### config.mk
export PLATFORM = sky130hd
export DESIGN_NAME = card_session_ctrl
export DESIGN_NICKNAME = d
export VERILOG_FILES = /design/src/rtl/atm_pkg.sv /design/src/rtl/account_table.sv /design/src/rtl/card_session_ctrl.sv
export SDC_FILE = /design/constraint.sdc
export NUM_CORES = 1
export LEC_CHECK = 0
export BUFFER_PORTS_ARGS = -buffer_cell sky130_fd_sc_hd__buf_2
export CAP_MARGIN = 20
export CORE_MARGIN = 8
export CORE_UTILIZATION = 40
export CTS_CLUSTER_DIAMETER = 120
export DETAILED_ROUTE_END_ITERATION = 12
export PLACE_DENSITY = 0.56
export SETUP_SLACK_MARGIN = 0.05
export SYNTH_ARGS = -nofsm -noshare
export SYNTH_HDL_FRONTEND = slang
export SYNTH_SLANG_ARGS = --single-unit
### constraint.sdc
create_clock -name clk -period 10.3 [get_ports clk]
set_input_delay 0 -clock clk [delete_from_list [all_inputs] [get_ports clk]]
set_output_delay 0 -clock clk [all_outputs]
set_load 0.05 [all_outputs]
### src/rtl/atm_pkg.sv
// Shared types and default sizing for the card session controller.
// The FSM state encoding lives here so the controller and any monitors agree on it.
package atm_pkg;

   typedef enum logic [1:0] {
      IDLE     = 2'd0,
      WAIT_PSW = 2'd1,
      SESSION  = 2'd2
   } state_t;

   localparam int DEF_CARD_W      = 6;
   localparam int DEF_PSW_W       = 16;
   localparam int DEF_BAL_W       = 20;
   localparam int DEF_USERS_NUM   = 10;
   localparam int DEF_MAX_TRIES   = 3;
   localparam int DEF_TIMEOUT_CYC = 1024;

endpackage

### src/rtl/account_table.sv
// Account storage: password/balance arrays (not reset) and per-account lock bits (reset).
// Reads are combinational from one shared address; out-of-range addresses read as zero.
module account_table #(
   parameter int CARD_W    = 6,
   parameter int PSW_W     = 16,
   parameter int BAL_W     = 20,
   parameter int USERS_NUM = 10
) (
   input  logic              clk,
   input  logic              rst,
   input  logic              cfg_we,
   input  logic [CARD_W-1:0] cfg_addr,
   input  logic [PSW_W-1:0]  cfg_password,
   input  logic [BAL_W-1:0]  cfg_balance,
   input  logic [CARD_W-1:0] addr,
   input  logic              bal_we,
   input  logic [BAL_W-1:0]  bal_data,
   input  logic              lock_set,
   output logic [PSW_W-1:0]  rd_password,
   output logic [BAL_W-1:0]  rd_balance,
   output logic              rd_locked
);

   localparam int IDX_W = (USERS_NUM > 1) ? $clog2(USERS_NUM) : 1;
   localparam logic [CARD_W:0] USERS_LIM = (CARD_W+1)'(USERS_NUM);

   logic [PSW_W-1:0]     psw_mem [0:USERS_NUM-1];
   logic [BAL_W-1:0]     bal_mem [0:USERS_NUM-1];
   logic [USERS_NUM-1:0] lock_q;

   logic             cfg_hit;
   logic             addr_hit;
   logic [IDX_W-1:0] cfg_idx;
   logic [IDX_W-1:0] idx;

   always_comb begin
      cfg_hit  = ({1'b0, cfg_addr} < USERS_LIM);
      addr_hit = ({1'b0, addr} < USERS_LIM);
      cfg_idx  = cfg_addr[IDX_W-1:0];
      idx      = addr[IDX_W-1:0];
   end

   // Contents survive reset by design; only the lock bits are cleared.
   always_ff @(posedge clk) begin
      if (cfg_we && cfg_hit) begin
         psw_mem[cfg_idx] <= cfg_password;
         bal_mem[cfg_idx] <= cfg_balance;
      end else if (bal_we && addr_hit) begin
         bal_mem[idx] <= bal_data;
      end
   end

   always_ff @(posedge clk or negedge rst) begin
      if (!rst) begin
         lock_q <= '0;
      end else if (cfg_we && cfg_hit) begin
         lock_q[cfg_idx] <= 1'b0;
      end else if (lock_set && addr_hit) begin
         lock_q[idx] <= 1'b1;
      end
   end

   always_comb begin
      rd_password = '0;
      rd_balance  = '0;
      rd_locked   = 1'b0;
      if (addr_hit) begin
         rd_password = psw_mem[idx];
         rd_balance  = bal_mem[idx];
         rd_locked   = lock_q[idx];
      end
   end

endmodule

### src/rtl/card_session_ctrl.sv
// Card session controller: card insertion, password check with lockout, balance
// commit, eject and inactivity timeout. All outputs are registered.
module card_session_ctrl
   import atm_pkg::*;
#(
   parameter int CARD_W      = DEF_CARD_W,
   parameter int PSW_W       = DEF_PSW_W,
   parameter int BAL_W       = DEF_BAL_W,
   parameter int USERS_NUM   = DEF_USERS_NUM,
   parameter int MAX_TRIES   = DEF_MAX_TRIES,
   parameter int TIMEOUT_CYC = DEF_TIMEOUT_CYC
) (
   input  logic                           clk,
   input  logic                           rst,
   input  logic                           card_in,
   input  logic [CARD_W-1:0]              card_number,
   input  logic                           psw_valid,
   input  logic [PSW_W-1:0]               password_input,
   input  logic                           op_done,
   input  logic [BAL_W-1:0]               updated_balance,
   input  logic                           card_out,
   input  logic                           cfg_we,
   input  logic [CARD_W-1:0]              cfg_addr,
   input  logic [PSW_W-1:0]               cfg_password,
   input  logic [BAL_W-1:0]               cfg_balance,
   output logic                           psw_en,
   output logic                           session_active,
   output logic [BAL_W-1:0]               balance,
   output logic [$clog2(MAX_TRIES+1)-1:0] tries_left,
   output logic                           wrong_id,
   output logic                           wrong_psw,
   output logic                           card_locked,
   output logic                           timeout
);

   localparam int TRY_W = $clog2(MAX_TRIES+1);
   localparam int CNT_W = $clog2(TIMEOUT_CYC+1);
   localparam logic [CARD_W:0] USERS_LIM = (CARD_W+1)'(USERS_NUM);

   state_t            state;
   logic [CARD_W-1:0] id_q;
   logic [CNT_W-1:0]  idle_cnt;

   logic              id_ok;
   logic              psw_match;
   logic              last_try;
   logic              cnt_expired;
   logic [CARD_W-1:0] acc_addr;
   logic              tbl_cfg_we;
   logic              tbl_bal_we;
   logic              tbl_lock_set;
   logic [PSW_W-1:0]  rd_password;
   logic [BAL_W-1:0]  rd_balance;
   logic              rd_locked;

   // The table is addressed by the presented card in IDLE and by the latched id otherwise.
   always_comb begin
      acc_addr     = (state == IDLE) ? card_number : id_q;
      id_ok        = ({1'b0, card_number} < USERS_LIM);
      psw_match    = (password_input == rd_password);
      last_try     = (tries_left == TRY_W'(1));
      cnt_expired  = (idle_cnt == CNT_W'(TIMEOUT_CYC-1));
      tbl_cfg_we   = cfg_we && (state == IDLE);
      tbl_bal_we   = op_done && (state == SESSION);
      tbl_lock_set = (state == WAIT_PSW) && psw_valid && !card_out && !psw_match && last_try;
   end

   account_table #(
      .CARD_W   (CARD_W),
      .PSW_W    (PSW_W),
      .BAL_W    (BAL_W),
      .USERS_NUM(USERS_NUM)
   ) u_account_table (
      .clk         (clk),
      .rst         (rst),
      .cfg_we      (tbl_cfg_we),
      .cfg_addr    (cfg_addr),
      .cfg_password(cfg_password),
      .cfg_balance (cfg_balance),
      .addr        (acc_addr),
      .bal_we      (tbl_bal_we),
      .bal_data    (updated_balance),
      .lock_set    (tbl_lock_set),
      .rd_password (rd_password),
      .rd_balance  (rd_balance),
      .rd_locked   (rd_locked)
   );

   always_ff @(posedge clk or negedge rst) begin
      if (!rst) begin
         state          <= IDLE;
         id_q           <= '0;
         idle_cnt       <= '0;
         psw_en         <= 1'b0;
         session_active <= 1'b0;
         balance        <= '0;
         tries_left     <= '0;
         wrong_id       <= 1'b0;
         wrong_psw      <= 1'b0;
         card_locked    <= 1'b0;
         timeout        <= 1'b0;
      end else begin
         wrong_id    <= 1'b0;
         wrong_psw   <= 1'b0;
         card_locked <= 1'b0;
         timeout     <= 1'b0;

         case (state)
            IDLE: begin
               if (card_in) begin
                  if (!id_ok) begin
                     wrong_id <= 1'b1;
                  end else if (rd_locked) begin
                     card_locked <= 1'b1;
                  end else begin
                     state      <= WAIT_PSW;
                     id_q       <= card_number;
                     tries_left <= TRY_W'(MAX_TRIES);
                     idle_cnt   <= '0;
                     psw_en     <= 1'b1;
                  end
               end
            end

            WAIT_PSW: begin
               // Eject takes priority so a simultaneous password is never counted.
               if (card_out) begin
                  state      <= IDLE;
                  psw_en     <= 1'b0;
                  tries_left <= '0;
                  idle_cnt   <= '0;
               end else if (psw_valid) begin
                  idle_cnt <= '0;
                  if (psw_match) begin
                     state          <= SESSION;
                     psw_en         <= 1'b0;
                     session_active <= 1'b1;
                     balance        <= rd_balance;
                  end else begin
                     wrong_psw  <= 1'b1;
                     tries_left <= tries_left - TRY_W'(1);
                     if (last_try) begin
                        state       <= IDLE;
                        psw_en      <= 1'b0;
                        card_locked <= 1'b1;
                     end
                  end
               end else if (cnt_expired) begin
                  state      <= IDLE;
                  psw_en     <= 1'b0;
                  tries_left <= '0;
                  idle_cnt   <= '0;
                  timeout    <= 1'b1;
               end else begin
                  idle_cnt <= idle_cnt + CNT_W'(1);
               end
            end

            SESSION: begin
               // A same-cycle op_done still reaches the table through tbl_bal_we.
               if (card_out) begin
                  state          <= IDLE;
                  session_active <= 1'b0;
                  balance        <= '0;
                  tries_left     <= '0;
                  idle_cnt       <= '0;
               end else if (op_done) begin
                  balance  <= updated_balance;
                  idle_cnt <= '0;
               end else if (cnt_expired) begin
                  state          <= IDLE;
                  session_active <= 1'b0;
                  balance        <= '0;
                  tries_left     <= '0;
                  idle_cnt       <= '0;
                  timeout        <= 1'b1;
               end else begin
                  idle_cnt <= idle_cnt + CNT_W'(1);
               end
            end

            default: begin
               state          <= IDLE;
               psw_en         <= 1'b0;
               session_active <= 1'b0;
               balance        <= '0;
               tries_left     <= '0;
               idle_cnt       <= '0;
            end
         endcase
      end
   end

endmodule

=== Word level (Yosys, flattened, before mapping) ===
Memory sizes are Yosys's and may differ from the RTL's.
Index checks and enable logic that the tools add are counted.

* Memories kept: 2
* Bits in writable memories: 360
* Output and inout port bits: 28
* Logic and storage cells: 162
* Bits of input ports: 91
* Bits in registers: 57

{| class="wikitable"
|+ Memories
! memory !! depth !! width !! rd ports !! clocked after Yosys merged registers in !! wr ports !! RTL line !! text
|-
| u_account_table.bal_mem || 10 || 20 || 1 || 0 || 1 || account_table.sv:28 || <nowiki>logic [BAL_W-1:0] bal_mem [0:USERS_NUM-1];</nowiki>
|-
| u_account_table.psw_mem || 10 || 16 || 1 || 0 || 1 || account_table.sv:27 || <nowiki>logic [PSW_W-1:0] psw_mem [0:USERS_NUM-1];</nowiki>
|}

* Order comparisons: 7
* Eq/ne operators: 17
* Bitwise logic cells: 6
* $add $sub $neg: 2
* Mux-type cells: 93
* Reductions and logical operators: 23

{| class="wikitable"
|+ Operators with widths
! kind !! number
|-
| 2-to-1 mux 20 bit || 8
|-
| 2-to-1 mux 11 bit || 8
|-
| one-hot mux 20 bit (3 select lines) || 1
|-
| 2-to-1 mux 1 bit || 42
|-
| 2-to-1 mux 2 bit || 19
|-
| one-hot mux 11 bit (3 select lines) || 1
|-
| 2-to-1 mux 10 bit || 2
|-
| OR reduction 20 bit || 1
|-
| < comparator 6 x 4 -> 1 bit (second input constant) || 3
|-
| == test 16 bit || 1
|-
| 2-to-1 mux 16 bit || 1
|-
| AND reduction 5 bit || 3
|-
| != test 2 bit (second input constant) || 6
|-
| != test 4 bit (second input constant) || 3
|-
| one-hot mux 2 bit (3 select lines) || 2
|-
| AND reduction 6 bit || 2
|-
| adder 11 x 1 -> 11 bit (second input constant) || 1
|-
| == test 11 x 10 -> 1 bit (second input constant) || 1
|-
| logical AND 1 bit || 11
|-
| bitwise AND 10 bit || 1
|-
| < comparator 4 x 5 -> 1 bit (second input constant) || 2
|-
| NOT 10 bit || 1
|-
| OR 10 bit || 1
|-
| demux 1 bit (select 4 bit) || 2
|-
| 17 further kinds || 25
|}

=== Longest topological paths before layout ===
* Depth in word-level cells: 11
* Mapped depth: 17
* Gate-level depth less buffers: 11

=== Modules after synthesis ===
From an unflattened synthesis, not the netlist that was laid out.

* Cell total of the unflattened synthesis: 1252
* Area, all modules: 18123.6 sq um

{| class="wikitable"
|+ Modules (own cells, without submodules)
! module !! instances !! cells each !! area each (sq um) !! seq. area each (sq um)
|-
| account_table || 1 || 881 || 14770.4 || 11060.6
|-
| card_session_ctrl || 1 || 371 || 3353.2 || 1176.1
|}

=== Worst setup path after synthesis ===
No wires, ideal clock.

* Path kind: register to register
* Start: register state[0]
* End: memory u_account_table.bal_mem[5][0], enable pin
* Library setup time: 0.397 ns
* Required time: 9.903 ns
* Clock period less this slack: 4.064 ns
* Stages on the path, launching flop included: 12
* Buffers on the path: 6
* Path slack: 6.236 ns
* Arrival: 3.668 ns
* Cell sequence: dfrtp_1 inv_1 ha_1 buf_6 mux2_4 buf_2 buf_2 clkbuf_1 clkbuf_1 clkbuf_1 a32oi_1 nor2_1

* Cells in the longest elaborated chain, start to end: 9
* Elaborated cells on any way between the ends: 16
* Classes of those cells: order compare: 1; eq/ne: 1; mux: 8; reduce/logical: 6

{| class="wikitable"
|+ RTL lines
! item !! RTL line !! text
|-
| from (decl) || card_session_ctrl.sv:40 || <nowiki>state_t state;</nowiki>
|-
| from (signal assigned) || card_session_ctrl.sv:91 || <nowiki>state <= IDLE;</nowiki>
|-
| from (signal assigned) || card_session_ctrl.sv:116 || <nowiki>state <= WAIT_PSW;</nowiki>
|-
| from (signal assigned) || card_session_ctrl.sv:128 || <nowiki>state <= IDLE;</nowiki>
|-
| zero test 2 bit || card_session_ctrl.sv:58, card_session_ctrl.sv:63 ||
|-
| 2-to-1 mux 6 bit || card_session_ctrl.sv:58 || <nowiki>acc_addr = (state == IDLE) ? card_number : id_q;</nowiki>
|-
| < comparator 6 x 4 -> 1 bit || account_table.sv:38 || <nowiki>addr_hit = ({1'b0, addr} < USERS_LIM);</nowiki>
|-
| logical AND 1 bit || account_table.sv:48 || <nowiki>end else if (bal_we && addr_hit) begin</nowiki>
|-
| 2-to-1 mux 1 bit || account_table.sv:48 ||
|-
| 2-to-1 mux 1 bit || account_table.sv:45 || <nowiki>if (cfg_we && cfg_hit) begin</nowiki>
|-
| 2-to-1 mux 1 bit (implied by the code) || account_table.sv:49 || <nowiki>bal_mem[idx] <= bal_data;</nowiki>
|-
| OR reduction 20 bit (no source line) || - ||
|-
| 2-to-1 mux 4 bit (no source line) / 2-to-1 mux 1 bit (equally long branches) || - ||
|-
| to (decl) || account_table.sv:28 ||
|}

Several ways; a longest one is shown, not always the timed one.

=== Final worst setup path ===
* Start: register state[1]
* End: register u_account_table.lock_q[2]

* Cells in the longest elaborated chain, start to end: 10
* Elaborated cells on any way between the ends: 24
* Classes of those cells: order compare: 3; eq/ne: 2; mux: 6; bitwise: 1; reduce/logical: 11; memory: 1

{| class="wikitable"
|+ RTL lines
! item !! RTL line !! text
|-
| zero test 2 bit || card_session_ctrl.sv:58, card_session_ctrl.sv:63 ||
|-
| 2-to-1 mux 6 bit || card_session_ctrl.sv:58 ||
|-
| < comparator 6 x 4 -> 1 bit / memory (10 x 16 bit) (equally long branches) || - ||
|-
| 2-to-1 mux 16 bit || account_table.sv:67 || <nowiki>if (addr_hit) begin</nowiki>
|-
| == test 16 bit || card_session_ctrl.sv:60 || <nowiki>psw_match = (password_input == rd_password);</nowiki>
|-
| zero test 1 bit || card_session_ctrl.sv:65 || <nowiki>tbl_lock_set = (state == WAIT_PSW) && psw_valid && !card_out && !psw_match && last_try;</nowiki>
|-
| logical AND 1 bit (2 in series) || card_session_ctrl.sv:65 ||
|-
| logical AND 1 bit || account_table.sv:58 || <nowiki>end else if (lock_set && addr_hit) begin</nowiki>
|-
| nonzero test 2 bit (no source line) || - ||
|-
| to (signal assigned) || account_table.sv:55 || <nowiki>lock_q <= '0;</nowiki>
|-
| to (signal, indexed assignment) || account_table.sv:57 || <nowiki>lock_q[cfg_idx] <= 1'b0;</nowiki>
|-
| to (signal, indexed assignment) || account_table.sv:59 || <nowiki>lock_q[idx] <= 1'b1;</nowiki>
|-
| to (decl) || account_table.sv:29 || <nowiki>logic [USERS_NUM-1:0] lock_q;</nowiki>
|}

Several ways; a longest one is shown, not always the timed one. The select of a mux whose other input is x is not followed.
A chain may end at the register's enable or synchronous reset.

==> results_dict.tcl <==
set metrics [dict create \
    yosysWarnings 0 \
    die_h_um 228 \
    pin_count 119 \
    crit_fanout 63 \
    criticalPathCategory "reg2reg" \
    netlist-cell-type-count 78 \
    max_freq_ghz 0.188 \
    fin_crit_sh_pct 51.7 \
    dpl_cell_area_sq_mm 0.0193 \
    design_area_sq_mm 0.0216 \
    synth-edff-count 360 \
    layout_common_cells "edfxtp_1 (360), buf_2 (118), nand2_1 (116)" \
    fillCellCount 3865 \
    nNetsFinal 1514 \
    max-cap-violations 0 \
    netlist_area_sq_mm 0.0180 \
    synth_area_leader_cell "edfxtp_1" \
    hold_class "in2reg" \
    synthCells 1204 \
    drv_slew 0 \
    dp_hpwl_um 30400 \
    hold_viol_final 0 \
    rsz0062_at_grt "false" \
    synthTopCellsByArea "edfxtp_1 (60%), dfrtp_1 (7.9%), mux4_2 (5.5%)" \
    syn_avg_cell_area_sq_um 15.0 \
    vias_per_cell 5.66 \
    synthArstFlopShare_pct 13.7 \
    slew_headroom_pct 25.7 \
    ctsRootBufferMaster "clkbuf_16" \
    yosysTopAreaCellShare_pct 60.0 \
    status "finished clean" \
    crit_required_ns 10.71 \
    wire_per_inst_um 24.1 \
    areaGrowthSynthToFinish_pct 20.0 \
    arrival_ns 5.73 \
    antenna_cells 0 \
    endpoint_kind "flop" \
    via_count 11600 \
    grt_pass1_wl_um 74800 \
    portBuffers 118 \
    drc 0 \
    grt_use_total_pct 18.6 \
    insertion_delay_ns 0.57 \
    ant_nets 0 \
    grt_max_degree 64 \
    total_power_mw 5.22 \
    die_width_um 228 \
    first_pass_iters 5 \
    synth_nets 1301 \
    grt_pass1_vias 11900 \
    final_util_pct 48.7 \
    final_common_cell "edfxtp_1" \
    p_leak_nw 7.58 \
    gp_congestion 0.875 \
    start_kind "flop" \
    cts_max_path_buffers 3 \
    clk_pin_slew_worst_paths_ns 0.06 \
    ctsResizeCount 0 \
    ys.flop_type "edfxtp_1" \
    ys_seq_area_share_pct 68.0 \
    ys_ff_latch 417 \
    fin_setup_tns_ns 0 \
    die-area_sq_mm 0.0521 \
    cts_sinks 417 \
    drive_gt1_share_pct 22.0 \
    finClkSkew_ns 0.0245 \
    cts_max_level 2 \
    setup_violations 0 \
    cts_inserted_buffers 46 \
    cts_tree "yes" \
    initial_core_util_pct 40.6 \
    grt_remaining_overflow 0 \
    vdd_drop_max_mv 0.143 \
    min_period_ns 5.32 \
    wl_um 49300 \
    core_area_sq_mm 0.0443 \
    drtIter0Drc 1017 \
    tightest_slew_ns 1.11 \
    rows 77 \
    pwr_density_cell_mw_per_mm2 241 \
    antenna_found_initial 2 \
]
[worst max-delay path, cell delays in order, from the launching register on]
cell and delay, ns:
dfrtp_1 0.41, inv_1 0.11, ha_1 0.15, buf_4 0.40
mux2_2 0.24, buf_4 0.76, mux2i_1 0.19, a32oi_1 0.28
o2111ai_2 0.16, xnor2_1 0.20, or4_1 0.54, or4_1 0.72
o21ai_1 0.75, o21ai_0 0.21
[cell usage after synthesis (all sizes together), types with 10 or more instances]
cell type,number
clkbuf,46
nand4,22
o22ai,13
nand2,117
a21oi,37
o221ai,21
o2111ai,14
nand2b,18
a31oi,22
o21ai,43
and2,10
nor3,15
edfxtp,360
a21o,42
nor2b,17
buf,26
inv,19
dfrtp,57
mux2,48
a21boi,19
mux2i,33
mux4,44
nor2,43
[stage by stage]
stage | cells | setup slack (ns) | hold WS [ns]
after floorplan | 1204 | 6.24 | -0.296
after global placement | 1875 | 5.21 | 0.236
after detailed placement | 1876 | 5.03 | 0.245
after CTS | 2043 | 5.02 | 0.00200
after global routing | 2045 | 4.63 | 0.0185
final | 2045 | 4.98 | 0.0207
[layer usage]
metal / vias up / track usage (%) / routed length (um)
met5: - / 0 / 23
met4: 4 / 6.88 / 1520
met3: 92 / 3.29 / 2890
met2: 409 / 30.0 / 23500
met1: 5885 / 25.1 / 21400
li1: 5194 / - / -
[sequential cells by signal (all words and copies together), names as in the netlist, 2 cells and up]
name and cells:
id_q 6, u_account_table.lock_q 10, balance 20, state 2
idle_cnt 11, u_account_table.psw_mem 160, tries_left 2, u_account_table.bal_mem 200
[logic make-up after synthesis]
| family | Yosys count | synth area share (%) |
|---|---|---|
| AND/OR/NAND/NOR | 285 | 7.94 |
| adder cells (fa/ha/maj) | 6 | 0.417 |
| XOR/XNOR | 8 | 0.389 |
| multiplexers | 125 | 10.4 |
| AO/OA/AOI/OAI | 272 | 10.7 |
| buffers and inverters | 91 | 2.19 |
| flip-flops | 417 | 68.0 |
[cell type report]
type                       count  area [sq um]  area share [%]
clock buffer                  68          1290            6.00
clock inverter                16           108           0.498
inverter                      19          71.3           0.330
multi-input combinational    696          5450            25.2
sequential                   417         12200            56.6
tap                          592           741            3.43
timing repair buffer         237          1700            7.87
[final timing paths]
path | cells after the start | endpoint | start | slack [ns]
worst max-delay path | 13 | u_account_table.lock_q[2] | state[1] | 4.98
min in group asynchronous | 3 | wrong_id | rst | 0.19
max in group asynchronous | 3 | balance[9] | rst | 9.51
worst max register to register | 13 | u_account_table.lock_q[2] | state[1] | 4.98
worst min-delay path | 4 | balance[3] | updated_balance[3] | 0.02
worst min register to register | 1 | balance[17] | balance[17] | 0.48
[power by group]
group	leakage (nW)	internal [mW]	switching, mW
clock	0.674	0.893	0.646
sequential	4.00	1.90	0.0567
combinational	2.90	0.618	1.10
total	7.58	3.41	1.80
[what timing repair did]
item / 4_1_cts / 5_1_grt
hold buffers: 83 / 0
setup endpoints to repair: 0 / 0
setup buffers: 0 / 0
hold endpoints to repair: 466 / 0
(Power assumes the default switching activity.)
